--- src/rtl/sha256_compress_iter.sv ---
// sha256_compress_iter
//   Iterative SHA-256 compression core. ROUNDS_PER_CYCLE rounds are chained
//   combinationally and applied once per clock. The message schedule is kept
//   as a 16-word sliding window that generates new words as it shifts.
//
//   Optional feature macro: SHA256_FEEDFORWARD_EN
//     defined   : updated_hash = prev_hash + {a..h} word-wise (chaining value)
//     undefined : updated_hash = raw {a..h}; no prev_hash hold register
//
// Parameters
//   ROUNDS_PER_CYCLE : rounds per clock, one of 1, 2, 4, 8
//   WK_LENGTH        : total rounds, fixed at 64
//
// Ports
//   clock         in   rising-edge clock
//   reset         in   synchronous active-high reset
//   start         in   begin a block (sampled only in IDLE)
//   block_in      in   512-bit block, W0 in [511:480]
//   prev_hash     in   256-bit chaining value, a/H0 in [255:224]
//   busy          out  high from ROUND through FINAL
//   hash_complete out  one-cycle pulse with a new updated_hash
//   updated_hash  out  result, same word order as prev_hash

module sha256_compress_iter #(
  parameter int ROUNDS_PER_CYCLE = 1,
  parameter int WK_LENGTH        = 64
) (
  input  logic         clock,
  input  logic         reset,
  input  logic         start,
  input  logic [511:0] block_in,
  input  logic [255:0] prev_hash,
  output logic         busy,
  output logic         hash_complete,
  output logic [255:0] updated_hash
);

  localparam int R = ROUNDS_PER_CYCLE;
  localparam logic [5:0] CNT_STEP = 6'(R);
  localparam logic [5:0] CNT_LAST = 6'(WK_LENGTH - R);

  localparam logic [31:0] K_TAB [64] = '{
    32'h428a2f98, 32'h71374491, 32'hb5c0fbcf, 32'he9b5dba5,
    32'h3956c25b, 32'h59f111f1, 32'h923f82a4, 32'hab1c5ed5,
    32'hd807aa98, 32'h12835b01, 32'h243185be, 32'h550c7dc3,
    32'h72be5d74, 32'h80deb1fe, 32'h9bdc06a7, 32'hc19bf174,
    32'he49b69c1, 32'hefbe4786, 32'h0fc19dc6, 32'h240ca1cc,
    32'h2de92c6f, 32'h4a7484aa, 32'h5cb0a9dc, 32'h76f988da,
    32'h983e5152, 32'ha831c66d, 32'hb00327c8, 32'hbf597fc7,
    32'hc6e00bf3, 32'hd5a79147, 32'h06ca6351, 32'h14292967,
    32'h27b70a85, 32'h2e1b2138, 32'h4d2c6dfc, 32'h53380d13,
    32'h650a7354, 32'h766a0abb, 32'h81c2c92e, 32'h92722c85,
    32'ha2bfe8a1, 32'ha81a664b, 32'hc24b8b70, 32'hc76c51a3,
    32'hd192e819, 32'hd6990624, 32'hf40e3585, 32'h106aa070,
    32'h19a4c116, 32'h1e376c08, 32'h2748774c, 32'h34b0bcb5,
    32'h391c0cb3, 32'h4ed8aa4a, 32'h5b9cca4f, 32'h682e6ff3,
    32'h748f82ee, 32'h78a5636f, 32'h84c87814, 32'h8cc70208,
    32'h90befffa, 32'ha4506ceb, 32'hbef9a3f7, 32'hc67178f2
  };

  typedef enum logic [1:0] {IDLE, ROUND, FINAL} state_e;

  state_e        state_q;
  logic          busy_q;
  logic          done_q;
  logic [255:0]  hash_q;
  logic [5:0]    cnt_q;
  logic [31:0]   wv_q  [8];
  logic [31:0]   win_q [16];
`ifdef SHA256_FEEDFORWARD_EN
  logic [31:0]   hold_q [8];
`endif

  logic [31:0]   ext [16+R];
  logic [31:0]   st  [R+1][8];
  logic [31:0]   t1, t2;
  logic [255:0]  result;

  function automatic logic [31:0] rotr(input logic [31:0] x, input int n);
    return (x >> n) | (x << (32 - n));
  endfunction

  function automatic logic [31:0] bsig0(input logic [31:0] x);
    return rotr(x, 2) ^ rotr(x, 13) ^ rotr(x, 22);
  endfunction

  function automatic logic [31:0] bsig1(input logic [31:0] x);
    return rotr(x, 6) ^ rotr(x, 11) ^ rotr(x, 25);
  endfunction

  function automatic logic [31:0] ssig0(input logic [31:0] x);
    return rotr(x, 7) ^ rotr(x, 18) ^ (x >> 3);
  endfunction

  function automatic logic [31:0] ssig1(input logic [31:0] x);
    return rotr(x, 17) ^ rotr(x, 19) ^ (x >> 10);
  endfunction

  function automatic logic [31:0] ch(input logic [31:0] e, input logic [31:0] f,
                                     input logic [31:0] g);
    return (e & f) ^ (~e & g);
  endfunction

  function automatic logic [31:0] maj(input logic [31:0] a, input logic [31:0] b,
                                      input logic [31:0] c);
    return (a & b) ^ (a & c) ^ (b & c);
  endfunction

  // Schedule extension and the chained round group. ext[0..15] is the current
  // window (W[t]..W[t+15]); ext[16..15+R] are the words that enter this cycle.
  // Later extension words may depend on earlier ones of the same cycle.
  always_comb begin
    t1 = '0;
    t2 = '0;
    for (int k = 0; k < 16; k++) ext[k] = win_q[k];
    for (int j = 0; j < R; j++) begin
      ext[16+j] = ssig1(ext[14+j]) + ext[9+j] + ssig0(ext[1+j]) + ext[j];
    end
    for (int i = 0; i < 8; i++) st[0][i] = wv_q[i];
    for (int j = 0; j < R; j++) begin
      t1 = st[j][7] + bsig1(st[j][4]) + ch(st[j][4], st[j][5], st[j][6])
         + K_TAB[cnt_q + 6'(j)] + ext[j];
      t2 = bsig0(st[j][0]) + maj(st[j][0], st[j][1], st[j][2]);
      st[j+1][0] = t1 + t2;
      st[j+1][1] = st[j][0];
      st[j+1][2] = st[j][1];
      st[j+1][3] = st[j][2];
      st[j+1][4] = st[j][3] + t1;
      st[j+1][5] = st[j][4];
      st[j+1][6] = st[j][5];
      st[j+1][7] = st[j][6];
    end
  end

  always_comb begin
    result = '0;
    for (int i = 0; i < 8; i++) begin
`ifdef SHA256_FEEDFORWARD_EN
      result[255-32*i -: 32] = hold_q[i] + wv_q[i];
`else
      result[255-32*i -: 32] = wv_q[i];
`endif
    end
  end

  // Control FSM plus the working variables, which must clear on reset.
  always_ff @(posedge clock) begin
    if (reset) begin
      state_q <= IDLE;
      busy_q  <= 1'b0;
      done_q  <= 1'b0;
      hash_q  <= '0;
      cnt_q   <= '0;
      for (int i = 0; i < 8; i++) wv_q[i] <= '0;
    end else begin
      done_q <= 1'b0;
      case (state_q)
        IDLE: begin
          if (start) begin
            for (int i = 0; i < 8; i++) wv_q[i] <= prev_hash[255-32*i -: 32];
            cnt_q   <= '0;
            busy_q  <= 1'b1;
            state_q <= ROUND;
          end
        end
        ROUND: begin
          for (int i = 0; i < 8; i++) wv_q[i] <= st[R][i];
          cnt_q <= cnt_q + CNT_STEP;
          if (cnt_q == CNT_LAST) state_q <= FINAL;
        end
        FINAL: begin
          hash_q  <= result;
          done_q  <= 1'b1;
          busy_q  <= 1'b0;
          state_q <= IDLE;
        end
        default: state_q <= IDLE;
      endcase
    end
  end

  // Schedule window and chaining hold: pure datapath, no reset needed.
  always_ff @(posedge clock) begin
    if (state_q == IDLE && start) begin
      for (int k = 0; k < 16; k++) win_q[k] <= block_in[511-32*k -: 32];
`ifdef SHA256_FEEDFORWARD_EN
      for (int i = 0; i < 8; i++) hold_q[i] <= prev_hash[255-32*i -: 32];
`endif
    end else if (state_q == ROUND) begin
      for (int k = 0; k < 16; k++) win_q[k] <= ext[k+R];
    end
  end

  assign busy          = busy_q;
  assign hash_complete = done_q;
  assign updated_hash  = hash_q;

endmodule

--- config.mk ---
export PLATFORM = sky130hd
export DESIGN_NAME = sha256_compress_iter
export DESIGN_NICKNAME = d
export VERILOG_FILES = /design/src/rtl/sha256_compress_iter.sv
export SDC_FILE = /design/constraint.sdc
export NUM_CORES = 2
export LEC_CHECK = 0
export ABC_AREA = 1
export CORE_AREA = 2 2 396 398
export CTS_BUF_LIST = sky130_fd_sc_hd__clkbuf_16
export DETAILED_ROUTE_END_ITERATION = 16
export DIE_AREA = 0 0 398 400
export PLACE_DENSITY_LB_ADDON = 0.15
export SLEW_MARGIN = 20
export SYNTH_ARGS = -nofsm -noshare
export SYNTH_HDL_FRONTEND = slang
export SYNTH_SLANG_ARGS = --single-unit
--- constraint.sdc ---
create_clock -name clock -period 22.8 [get_ports clock]
set_input_delay 2.28 -clock clock [delete_from_list [all_inputs] [get_ports clock]]
set_output_delay 2.28 -clock clock [all_outputs]
set_load 0.01 [all_outputs]
==> impl_results.md <==
- Status: finished clean
- Port-buffer cells: 1,028
- Worst setup EP type: flop
- Synth Instances: 6,696
- Worst-Margin Slew: between 1 and 1.5 ns
- Post-Synth Adder-Cell Area: 9.490%
- Uppermost routed layer: met5
- Clock Skew: between 0.06 and 0.07 ns
- GRT Residual Overflow: 0
- Slew margin rel.: 17.02%
- Post-synth cell types: 61
- Antenna Violating Nets Remaining: 0
- Initial DRC count: 4,802
- CTS Buf Count: approximately 120
- Vias after detailed routing: about 52,000
- Flop2flop setup slack: 13.03 ns
- Syn_nets: 7,796
- Post-Synth Simple-Gate Area: 20.43%
- CTS sink cnt: 1,034
- Total core area: 0.1551 mm2
- Initial antenna violation count: 83
- Post-Syn Area per Cell: 8.687 um2
- Slowest cell on the critical path: nor2_1
- Share of layout cells above drive strength 1: around 3.5%
- Total GRT Usage: 32.27%
- Skew-Pair Late Insertion Delay: 0.78 ns
- Die ar.: 0.1592 mm2
- CP max FO: 24
- Area grow syn2layout: 27.57%
- Total negative setup slack: 0 ns
- CTS tree: built
- Worst-path clk slew: 0.06 ns
- Global-route wire length before repair: 366,800 um
- Via/cell ratio: 5.289
- FF-to-FF path depth: 36
- Synth Area in XOR/XNOR: 4.517%
- Post-CTS Setup Bufs: 0
- Clk buf depth: 3
- Post-synthesis cell area: 0.05817 mm2
- Largest family of logic cells by synthesized area: simple AND/OR/NAND/NOR gates
- Initial Utilization: a little under two fifths
- Maxcap violations: 0
- Residual DRC count: 0
- Largest stage delay, worst path: 0.84 ns
- Worst EP arrival: 10.29 ns
- Clk root buf: clkbuf_16
- Startpoint types: flop
- Leading cell types in the layout, fill and taps excluded: 2,152 x nand2_1, 1,028 x clkdlybuf4s50_1, 768 x edfxtp_1
- CP Launch Point: cnt_q[2]$_SDFFE_PP0P_
- Hold Path Origin: updated_hash[157]$_SDFFE_PP0P_
- Post-synthesis sequential area ratio: between 40 and 50%
- Fill cells: 15,220
- Pins over their slew limit: 0
- Final net count: 8,659
- Wire length on met2: ~130,000 um
- Hold Vio Cnt, Final: 0
- WL per Instance: 27.18 um
- Finish-stage setup viols: 0
- Row cnt: 145
- EDFF count, synth: 768
- Vias in the first global route: around 50,000
- Most used DFF post-synth: edfxtp_1
- Unrepaired setup endpoints after global routing: false
- Worst Path Required: 23.32 ns
- Fmax: between 100 and 150 MHz
- CTS hold repair buffers: 0
- Met1 WL: 103,600 um
- Tmin final: a little under 10 ns
- Worst Hold Depth: 2
- Final Wtd Congestion: 0.9540
- Largest cells by area after synthesis: edfxtp_1 40%, nand2_1 14%, dfxtp_1 9.2%
- Most common cell after layout, fill and taps aside: nand2_1
- Reg-to-reg critical path startpoint: cnt_q[2]$_SDFFE_PP0P_
- IO Count: 1,029
- Yosys top cell area share: 39.65%
- Worst Hold Class: reg -> reg
- Final WL: ~270,000 um
- Synthesis-stage register bit count: slightly above 1,000
- DR WL met3: 21,240 um
- FFs w/ async S/R, synth: 0%
- Cell mode on critical path: inv_1
- Synth Area in Compound Gates: 10.15%
- Tcrit/Tclk final: 42.83%
- Mux contribution to synthesized area: 0%
- Horiz. Die Dim: 398 um
- Worst Path Class, Setup: reg -> reg
- Die H: 400 um
- Yosys top cell by area: edfxtp_1
- Synth Warn #: 0
- Drt pass-1 iters: 8
- Post-CTS Resized: 0
- CTS HTree Levels: 3
- HPWL Detailed: between 200,000 and 250,000 um
- Pin count of the biggest net entering global routing: ~200
-- kinds of logic (layout without fill, tap and decap cells) --
logic type / after synthesis / count (layout)
xor gates and xnor gates: 300 / 300
adders and majority gates: 329 / 329
other: 0 / 42
AOI/OAI and AO/OA: 1083 / 1083
buffers and inverters: 1009 / 1977
and+or+nand+nor: 2941 / 2941
DFF: 1034 / 1034
-- metrics by stage --
| stage | cells | worst slack (ns) | util, % | area (um2) | hold WS [ns] |
|---|---|---|---|---|---|
| floorplan | 6696 | 8.018 | - | 58170 | 0.4443 |
| global placement | 9497 | 13.08 | 45.28 | 70230 | 0.4597 |
| detailed placement | 9497 | 13.34 | 45.28 | 70230 | 0.4638 |
| CTS | 9722 | 13.28 | 47.77 | 74090 | 0.4729 |
| global route | 9754 | 12.47 | 47.82 | 74180 | 0.4851 |
| finish | 9764 | 13.03 | 47.84 | 74200 | 0.4708 |
-- worst paths after layout --
kind                                                  endpoint
worst max-delay path                     wv_q[0][27]$_DFFE_PP_
worst min-delay path            updated_hash[157]$_SDFFE_PP0P_
worst max register to register           wv_q[0][27]$_DFFE_PP_
worst min register to register  updated_hash[157]$_SDFFE_PP0P_
-- cells in the mapped netlist (all sizes together) (2+ instances only) --
cell	n
a31o	2
nand2	2155
o21bai	18
a221oi	7
clkbuf	255
o311ai	7
o22ai	15
nand3	519
a22oi	2
fa	187
dfxtp	266
a22o	6
o21ai	703
a31oi	21
nor2	179
o31ai	5
ha	142
nand4	20
a32o	4
o221ai	7
xnor2	141
xor2	159
buf	77
nand3b	4
o32ai	2
a211oi	2
inv	676
nor4	6
or2	18
a32oi	2
edfxtp	768
a21boi	7
nor3	37
o211ai	22
a21oi	210
o21a	5
a21o	30
-- worst max-delay path: cells and delay by family (launching register included) --
family                   cells  cell delay [ns]
flip-flops                   1             0.78
buffers and inverters       10             1.65
AO/OA/AOI/OAI                4             1.28
adder cells (fa/ha/maj)      6             2.38
AND/OR/NAND/NOR             15             3.06
XOR/XNOR                     1             0.34
-- layer usage --
layer	up-vias	GRT usage, %
met5	-	0
met4	62	13.80
met3	472	6.952
met2	2214	54.35
met1	25040	39.88
li1	23850	-
-- registers in the layout (all words and copies together), names as in the netlist --
| name | count |
|---|---|
| win_q | 512 |
| updated_hash | 256 |
| wv_q | 256 |
| cnt_q | 6 |
| state_q | 2 |
| busy | 1 |
| hash_complete | 1 |
-- cell type report --
cell class | count | area [um2] | share of cell area (%)
flip-flops and latches | 1034 | 28390 | 38.26
multi-input cells | 4653 | 26030 | 35.07
well taps | 2058 | 2575 | 3.470
diodes | 42 | 105.1 | 0.1416
inverters | 677 | 2571 | 3.465
clock buffers | 121 | 3028 | 4.080
clock inverters | 104 | 830.8 | 1.120
repair buffers | 1075 | 10680 | 14.39
Power is left out: the tool's default activity adds up to more than one toggle a clock period on the data nets, which glitch-free logic cannot reach.
